### config.mk
export PLATFORM = sky130hd
export DESIGN_NAME = layer5_maxpool_writer
export DESIGN_NICKNAME = d
export VERILOG_FILES = /design/src/rtl/layer5_pool_pkg.sv /design/src/rtl/layer5_maxpool_writer_lane_max2.sv /design/src/rtl/layer5_maxpool_writer.sv
export VERILOG_INCLUDE_DIRS = /design/src /design/src/rtl
export SDC_FILE = /design/constraint.sdc
export NUM_CORES = 1
export LEC_CHECK = 0
export CORE_AREA = 5 5 195 197
export DETAILED_ROUTE_END_ITERATION = 10
export DIE_AREA = 0 0 200 202
export PLACE_DENSITY = 0.61
export SLEW_MARGIN = 15
export SYNTH_ARGS = -nofsm -noshare
export SYNTH_HDL_FRONTEND = slang
export SYNTH_SLANG_ARGS = --single-unit
### constraint.sdc
create_clock -name clk -period 5.4 [get_ports clk]
set_input_delay 1.08 -clock clk [delete_from_list [all_inputs] [get_ports clk]]
set_output_delay 1.08 -clock clk [all_outputs]
set_load 0.03 [all_outputs]
### src/rtl/def.svh
// Shared network dimensions for the layer5/layer6 datapath.
// Included by the pool package and the pool writer.
`ifndef DEF_SVH
`define DEF_SVH
`define LAYER6_WIDTH 10
`define LAYER6_WEIGHT_INPUT_LENGTH 32
`endif

### src/rtl/layer5_pool_pkg.sv
// Layer5 max-pool types: FSM state enum and signed lane-max helper.
// No ports; imported by lane_max2 and layer5_maxpool_writer.
`include "def.svh"

package layer5_pool_pkg;

  typedef enum logic [1:0] {
    S_IDLE,
    S_RUN,
    S_DONE
  } state_t;

  localparam int MAXW = 64;
  localparam int FMAP_DEF = `LAYER6_WIDTH;
  localparam int DATA_W_DEF = `LAYER6_WEIGHT_INPUT_LENGTH;

  // Lanes are sign-extended to MAXW before the call,
  // so one function serves any lane width up to MAXW.
  // Returns 1 when a is the maximum of the pair.
  function automatic logic lane_max(
    input logic signed [MAXW-1:0] a,
    input logic signed [MAXW-1:0] b
  );
    return a >= b;
  endfunction

endpackage

### src/rtl/layer5_maxpool_writer_lane_max2.sv
// Combinational per-lane signed max of two packed pixels.
// Ports: a, b (DATA_W packed pixels in), y (per-lane max out).
module lane_max2
  import layer5_pool_pkg::*;
#(
  parameter int DATA_W = 32,
  parameter int LANE_W = 16
) (
  input  logic [DATA_W-1:0] a,
  input  logic [DATA_W-1:0] b,
  output logic [DATA_W-1:0] y
);

  localparam int NL = DATA_W / LANE_W;

  for (genvar i = 0; i < NL; i++) begin : g_lane
    logic [LANE_W-1:0] al;
    logic [LANE_W-1:0] bl;
    logic signed [MAXW-1:0] ax;
    logic signed [MAXW-1:0] bx;

    assign al = a[i*LANE_W +: LANE_W];
    assign bl = b[i*LANE_W +: LANE_W];
    assign ax = MAXW'($signed(al));
    assign bx = MAXW'($signed(bl));
    assign y[i*LANE_W +: LANE_W] =
      lane_max(ax, bx) ? al : bl;
  end

endmodule

### src/rtl/layer5_maxpool_writer.sv
// 2x2 max-pool of a raster pixel stream, one registered write per window.
// Ports: clk, rst (async low), start, in_valid/in_data, busy, save_*, frame_done.
`include "def.svh"

module layer5_maxpool_writer
  import layer5_pool_pkg::*;
#(
  parameter int DATA_W = `LAYER6_WEIGHT_INPUT_LENGTH,
  parameter int LANE_W = 16,
  parameter int FMAP = `LAYER6_WIDTH
) (
  input  logic              clk,
  input  logic              rst,
  input  logic              start,
  input  logic              in_valid,
  input  logic [DATA_W-1:0] in_data,
  output logic              busy,
  output logic              save_enable,
  output logic [15:0]       save_row_addr,
  output logic [15:0]       save_col_addr,
  output logic [DATA_W-1:0] layer5_result_store_data_in,
  output logic              frame_done
);

  localparam int HALF = FMAP / 2;
  localparam int AW = (HALF > 1) ? $clog2(HALF) : 1;

  state_t state;
  state_t state_nx;

  logic [15:0]       r;
  logic [15:0]       c;
  logic [DATA_W-1:0] hold;
  logic [DATA_W-1:0] lb [HALF];
  logic [DATA_W-1:0] m2;
  logic [DATA_W-1:0] m3;
  logic [AW-1:0]     lb_idx;
  logic              consume;
  logic              c_end;
  logic              last_px;

  assign lb_idx  = AW'(c >> 1);
  assign consume = (state == S_RUN) && in_valid;
  assign c_end   = (c == 16'(FMAP - 1));
  assign last_px = c_end && (r == 16'(FMAP - 1));

  lane_max2 #(
    .DATA_W(DATA_W),
    .LANE_W(LANE_W)
  ) u_max_a (
    .a(hold),
    .b(in_data),
    .y(m2)
  );

  lane_max2 #(
    .DATA_W(DATA_W),
    .LANE_W(LANE_W)
  ) u_max_b (
    .a(m2),
    .b(lb[lb_idx]),
    .y(m3)
  );

  always_ff @(posedge clk or negedge rst) begin
    if (!rst) begin
      state <= S_IDLE;
    end else begin
      state <= state_nx;
    end
  end

  // The final write is registered on the consuming edge,
  // so entering DONE on that same edge aligns frame_done with it.
  always_comb begin
    state_nx = state;
    unique case (state)
      S_IDLE: if (start) state_nx = S_RUN;
      S_RUN:  if (consume && last_px) state_nx = S_DONE;
      S_DONE: state_nx = S_IDLE;
      default: state_nx = S_IDLE;
    endcase
  end

  assign busy       = (state != S_IDLE);
  assign frame_done = (state == S_DONE);

  always_ff @(posedge clk or negedge rst) begin
    if (!rst) begin
      r    <= '0;
      c    <= '0;
      hold <= '0;
      for (int i = 0; i < HALF; i++) lb[i] <= '0;
      save_enable                 <= 1'b0;
      save_row_addr               <= '0;
      save_col_addr               <= '0;
      layer5_result_store_data_in <= '0;
    end else begin
      save_enable                 <= 1'b0;
      save_row_addr               <= '0;
      save_col_addr               <= '0;
      layer5_result_store_data_in <= '0;
      if (state == S_IDLE && start) begin
        r <= '0;
        c <= '0;
      end else if (consume) begin
        if (c_end) begin
          c <= '0;
          r <= last_px ? '0 : r + 16'd1;
        end else begin
          c <= c + 16'd1;
        end
        unique case (1'b1)
          !c[0]: hold <= in_data;
          c[0] && !r[0]: lb[lb_idx] <= m2;
          c[0] && r[0]: begin
            save_enable                 <= 1'b1;
            save_row_addr               <= {1'b0, r[15:1]};
            save_col_addr               <= {1'b0, c[15:1]};
            layer5_result_store_data_in <= m3;
          end
          default: ;
        endcase
      end
    end
  end

endmodule

==> results.yml, run 1 <==
clock_network:
  cts_htree_levels: 2
  cts_buffer_depth: 3
  cts.clk_slew.worst_paths_ps: 60
  cts_root_buf: "clkbuf_16"
  cts_tree: "built"
  numCtsBuffers: 34
  cts.sinks: 289
  postCtsSetupBuffers: 0
  clk_latency_ps: 510
power:
  power_leakage_nw: 8.33
  vdd_drop_max_mv: 0.254
  power_density_nw_per_um2: 594
detailed_routing:
  routed_wl_um: 36700
  wire_per_inst_um: 17.3
  drt_first_pass_iters: 5
  vias: 11100
  viasPerCell: 5.22
  ant_nets: 0
  remaining_drc_errors: 0
  drtIter0Drc: 569
min_path:
  hold_class: "reg -> reg"
  holdPathStages: 2
cells_and_area:
  nFillCells: 3354
  final_core_utilization: 0.490
  synthToLayoutAreaGrowth_pct: 24.6
  nets: 1729
  fin_area_um2: 17700
  finalNonFillerCells: 2118
  antenna_cells: 0
  final_cell_mix: "dfrtp_1, nand2_1, o21ai_0, buf_4, clkdlybuf4s50_1"
  drive_above_1_share: 0.165
  final_common_cell: "dfrtp_1"
timing:
  finClkSkew_ps: 13.6
  report.final.slew_viol_count: 0
  fmax_mhz: 195
  setup_violations: 0
  rsz0062_at_grt: "false"
  min_period_ps: 5130
  slew_headroom: 0.231
  fin_crit_sh: 0.950
  holdWs_ps: 472
  tightest_slew_ps: 1150
  hold_violations: 0
placement:
  placedCellCount: 2059
  portBuffers: 100
  routabilityCongestion: 0.869
  place.detailed.hpwl_um: 25100
  placed_cell_area_um2: 16500
synthesis:
  syn_area_per_cell_um2: 9.83
  ys_warn_count: 0
  synth.distinct_cells: 61
  synth_flop_cell: "dfrtp_1"
  netlist_area_um2: 14200
  synth_edf_count: 0
  yosysSeqAreaShare: 0.510
  ys_seq_elements: 289
  syn_inst: 1443
  postSynth.asyncResetShare: 1.00
floorplanning:
  rows: 70
  die_area_um2: 40400
  fp.dieH_um: 202
  ios: 103
  core-area_um2: 36100
  start_util: 0.393
  die_x_um: 200
worst_setup_path:
  cp.required_ps: 5850
  cp_slowest_stage_delay_ps: 470
  crit_top_cell: "buf_4"
  startpoint_type: "input port"
  worstPathCellList: "clkdlybuf4s50_1 > inv_1 > ha_1 > nand4_1 > nor4_2 > nor4_2 > nand2b_1 > a2bb2oi_2 > buf_4 > buf_4 > mux2i_2 > inv_1 > ha_1 > a21oi_1 > o21ai_0 > or3_1 > a32o_1 > a221oi_2 > and3_4 > nor2_1 > a211oi_1 > buf_4"
  setup.worst_path.end_class: "flop"
  critPathKind: "in -> reg"
  reg2reg_depth: 20
  cp_slowest_cell: "clkdlybuf4s50_1"
  cp_max_fo: 8
  crit_arrival_ps: 5580
grt:
  grt_pass1_vias: 11200
  antenna_found_initial: 0
  grtUsageTotal: 0.184
  grt_max_degree: 107
  grt_pass1_wl_um: 60600
  grt-ovfl-total: 0
status:
  status: "completed"
run:
  maxCapViolations: 0
final timing paths:
check / from / endpoint / slack [ps]
setup / recovery: in_data[27] / layer5_result_store_data_in[27] / 270
max in group asynchronous: rst / lb[128] / 3620
hold / removal: lb[79] / lb[79] / 470
hold reg to reg: lb[79] / lb[79] / 470
setup reg to reg: hold[27] / layer5_result_store_data_in[27] / 970
min in group asynchronous: rst / layer5_result_store_data_in[19] / 630
per-layer routing:
layer / GRT usage / vias up / wire, um
met5: 0 / - / 0
li1: - / 5402 / -
met2: 0.307 / 220 / 17500
met4: 0.0468 / 0 / 865
met3: 0.0217 / 56 / 1510
met1: 0.257 / 5377 / 16800
logic make-up after synthesis:
kind of cell    synth area share
compound gates             0.152
xor+xnor                  0.0117
fa+ha+maj                 0.0582
buf+inv                   0.0441
flops                      0.510
mux                       0.0784
other cells             0.000264
simple gates               0.145
stage by stage:
| step | setup TNS (ps) | worst slack [ps] | total power, W |
|---|---|---|---|
| floorplan | 0 | 68.7 | 0.00622 |
| global placement | -5040 | -186 | 0.00799 |
| detailed placement | -9840 | -457 | 0.00814 |
| CTS | 0 | 42.3 | 0.0105 |
| global route | 0 | 30.3 | 0.0113 |
| finish | 0 | 271 | 0.0105 |
power breakdown:
group | internal (W) | switching, W | leakage [nW] | total [W]
combinational | 0.00217 | 0.00267 | 4.01 | 0.00484
sequential | 0.00288 | 0.000451 | 3.76 | 0.00333
clock | 0.00142 | 0.000892 | 0.563 | 0.00231
total | 0.00647 | 0.00402 | 8.33 | 0.0105
worst max-delay path, delay by kind of cell:
kind / cells / cell delay, ps
simple gates: 7 / 1330
compound gates: 6 / 1280
buf+inv: 6 / 1130
fa+ha+maj: 2 / 520
mux: 1 / 240
synthesized netlist by cell type, types with 2 or more instances:
library cell	count	area, um^2
dfrtp_1	289	7230
nand2_1	207	777
o21ai_0	202	1010
nor2_1	90	338
inv_1	80	300
ha_1	66	826
clkbuf_1	65	244
mux2_2	60	676
a22oi_1	43	323
a21oi_1	41	205
nand3_1	32	160
and2_1	29	181
and3_1	23	144
nand4_1	21	131
mux2i_1	20	200
o22a_1	17	149
xor2_1	15	131
nor2b_1	11	68.8
nand2b_1	10	62.6
mux2_1	9	101
nor4_1	9	56.3
a221oi_1	8	70.1
buf_1	8	30.0
o21a_1	8	60.1
nor3_1	7	35.0
mux4_2	6	135
a211oi_1	5	37.5
buf_2	5	25.0
a21o_1	4	30.0
a31oi_1	4	25.0
o22ai_1	4	25.0
or3_1	4	25.0
xnor2_1	4	35.0
a2111oi_0	3	26.3
o211ai_1	3	22.5
a21boi_0	2	15.0
and3b_1	2	17.5
buf_4	2	15.0
nand3b_1	2	15.0
o41ai_1	2	17.5
flip-flops by register name, indices dropped and copies added, names as in the netlist:
name	flops
save_enable	1
layer5_result_store_data_in	32
state	2
c	16
save_row_addr	15
save_col_addr	15
r	16
hold	32
lb	160
final cells by class:
class	count	area, um^2	area share
Sequential cell	289	7230	0.409
Multi-Input combinational cell	994	6420	0.364
Timing Repair Buffer	228	1990	0.113
Clock buffer	50	1030	0.0586
Tap cell	468	586	0.0331
Inverter	80	300	0.0170
Clock inverter	9	98.8	0.00559
repair_timing:
| item | 4_1_cts | 5_1_grt |
|---|---|---|
| gates resized for setup | 0 | 16 |
| hold buffers | 0 | 0 |
| setup endpoints to repair | 0 | 31 |
(Power assumes the default switching activity.)
==> inputs of run 2 (changes only) <==
- CAP_MARGIN: not set -> 25
- clock period: 5.4 -> 6.1 ns (I/O delays scaled with it)
==> run 2 against run 1 <==
Clock skew is 4.3 ps lower. Flip-flop and latch count stayed put. Largest power group unchanged. Wire length is 2.3% lower. Via count is 2.7% lower. Total power is 13% lower. Count of clock-buffer cells in the layout stayed put. Critical path depth is 1 lower. Worst hold slack hardly changed. Clock power is 6% lower. Combinational power is 19% lower. Non-clock buffer count is 68 lower. First-iteration DRC count is 17% higher.
==> results.yml, run 2 (same netlist as run 1, synthesis figures left out) <==
status:
  status: "completed"
detailed_routing:
  vias: 10800
  remaining_drc_errors: 0
  wire_per_inst_um: 17.5
  ant_nets: 0
  drtIter0Drc: 666
  drt_first_pass_iters: 5
  routed_wl_um: 35900
  viasPerCell: 5.24
timing:
  finClkSkew_ps: 9.34
  report.final.slew_viol_count: 0
  hold_violations: 0
  setup_violations: 0
  slew_headroom: 0.304
  fmax_mhz: 182
  min_period_ps: 5490
  fin_crit_sh: 0.900
  tns_ps: 0
  rsz0062_at_grt: "false"
  tightest_slew_ps: 1040
cells_and_area:
  top_regs: "lb (160), hold (32), layer5_result_store_data_in (32)"
  finalNonFillerCells: 2052
  largest_reg_flops: 160
  final_core_utilization: 0.477
  largest-register: "lb"
  final_common_cell: "dfrtp_1"
  antenna_cells: 0
  drive_above_1_share: 0.123
  synthToLayoutAreaGrowth_pct: 21.3
  nets: 1662
  final_cell_mix: "dfrtp_1, nand2_1, o21ai_0, clkdlybuf4s50_1, nor2_1"
power:
  pwr-share-clk: 0.240
  vdd_drop_max_mv: 0.280
  p_comb_frac: 0.433
  swShare: 0.383
  p_sw_w: 0.00348
  power_density_nw_per_um2: 528
  p_int_w: 0.00560
  total_power_w: 0.00909
  power_leakage_nw: 8.04
  seq_power_share: 0.327
placement:
  portBuffers: 100
  routabilityCongestion: 0.862
  placedCellCount: 1991
  place.detailed.hpwl_um: 24800
floorplanning:
  die_x_um: 200
  die_area_um2: 40400
  rows: 70
  fp.dieH_um: 202
  core-area_um2: 36100
  ios: 103
  start_util: 0.393
grt:
  grt_pass1_wl_um: 58700
  antenna_found_initial: 0
  grtUsageTotal: 0.179
  grt_max_degree: 115
  grt-ovfl-total: 0
  grt_pass1_vias: 10800
worst_setup_path:
  critPathKind: "in -> reg"
  cp.required_ps: 6490
  startpoint_type: "input port"
  crit_arrival_ps: 5880
  cp_slowest_stage_delay_ps: 500
  worstPathCellList: "clkdlybuf4s50_1 > inv_1 > ha_1 > nand4_1 > nor2_1 > or4b_1 > a32oi_2 > buf_12 > nor2_1 > a21oi_1 > buf_4 > inv_1 > ha_1 > nor4_1 > o211ai_1 > o21ai_0 > nand3_1 > a221o_1 > a21boi_4 > buf_12 > mux2_2"
  cp_slowest_cell: "clkdlybuf4s50_1"
  setup.worst_path.end_class: "flop"
  cp_max_fo: 30
run:
  maxCapViolations: 0
clock_network:
  cts_htree_levels: 2
  ctsHoldBuffers: 0
  cts_root_buf: "clkbuf_16"
  cts_resized: 0
  cts.clk_slew.worst_paths_ps: 60
  cts_buffer_depth: 3
  postCtsSetupBuffers: 0
  cts_tree: "built"
  cts.sinks: 289
  numCtsBuffers: 35
  clk_latency_ps: 510
min_path:
  hold_class: "reg -> reg"
[run 2: changes by cell type in the layout (fill, tap and decap cells not counted), moves of 2 or more]
| cell | previous run | this run |
|---|---|---|
| buf_4 | 126 | 55 |
| a21oi_1 | 38 | 41 |
| a21oi_2 | 3 | 0 |
| buf_12 | 2 | 5 |
| bufinv_16 | 2 | 5 |
| mux2i_1 | 17 | 20 |
| mux2i_2 | 3 | 0 |
| nand2_2 | 1 | 4 |
| nand2_4 | 3 | 0 |
| nor4_1 | 7 | 9 |
| nor4_2 | 2 | 0 |
| o21ai_0 | 200 | 202 |
| o21ai_1 | 3 | 1 |
[run 2: worst paths after layout]
kind | from | endpoint | slack (ps) | cells after the start
min reg2reg | lb[45] | lb[45] | 470 | 2
max reg2reg | hold[13] | layer5_result_store_data_in[2] | 1460 | 19
min in group asynchronous | rst | layer5_result_store_data_in[16] | 710 | 1
max | in_data[12] | layer5_result_store_data_in[2] | 610 | 21
max in group asynchronous | rst | lb[35] | 3930 | 2
min | lb[45] | lb[45] | 470 | 2
[run 2: power groups by stage]
stage | clock [W] | combinational [W] | sequential, W
2_1_floorplan | 0 | 0.00257 | 0.00293
4_1_cts | 0.00224 | 0.00394 | 0.00298
3_3_place_gp | 0 | 0.00383 | 0.00298
3_5_place_dp | 0 | 0.00392 | 0.00301
5_1_grt | 0.00232 | 0.00440 | 0.00307
6_report | 0.00218 | 0.00393 | 0.00298
[run 2: metrics by stage]
| step | worst slack (ps) | cell area, um^2 | hold slack, ps |
|---|---|---|---|
| 2_1_floorplan | 629 | 14200 | 444 |
| 3_3_place_gp | 213 | 16000 | 456 |
| 3_5_place_dp | 149 | 16000 | 465 |
| 4_1_cts | 670 | 17200 | 478 |
| 5_1_grt | 315 | 17200 | 496 |
| 6_report | 609 | 17200 | 472 |
[run 2: area by class of cell]
class                   count  area, um^2
clock buffers              50        1030
clock inverters            11         180
flip-flops and latches    289        7230
inverters                  80         300
repair buffers            160        1520
multi-input cells         994        6350
fillers                  3372       18900
well taps                 468         586
[run 2: routing by layer]
layer	vias up	track usage	wire [um]
li1	5264	-	-
met2	250	0.285	16900
met3	58	0.0312	1850
met5	-	0	0
met4	0	0.0492	809
met1	5183	0.252	16300
[run 2: critical path: cells and delay by family]
| kind | cells | cell delay, ps |
|---|---|---|
| fa+ha+maj | 2 | 490 |
| compound gates | 6 | 1350 |
| mux | 1 | 340 |
| buf+inv | 6 | 1220 |
| simple gates | 6 | 1240 |
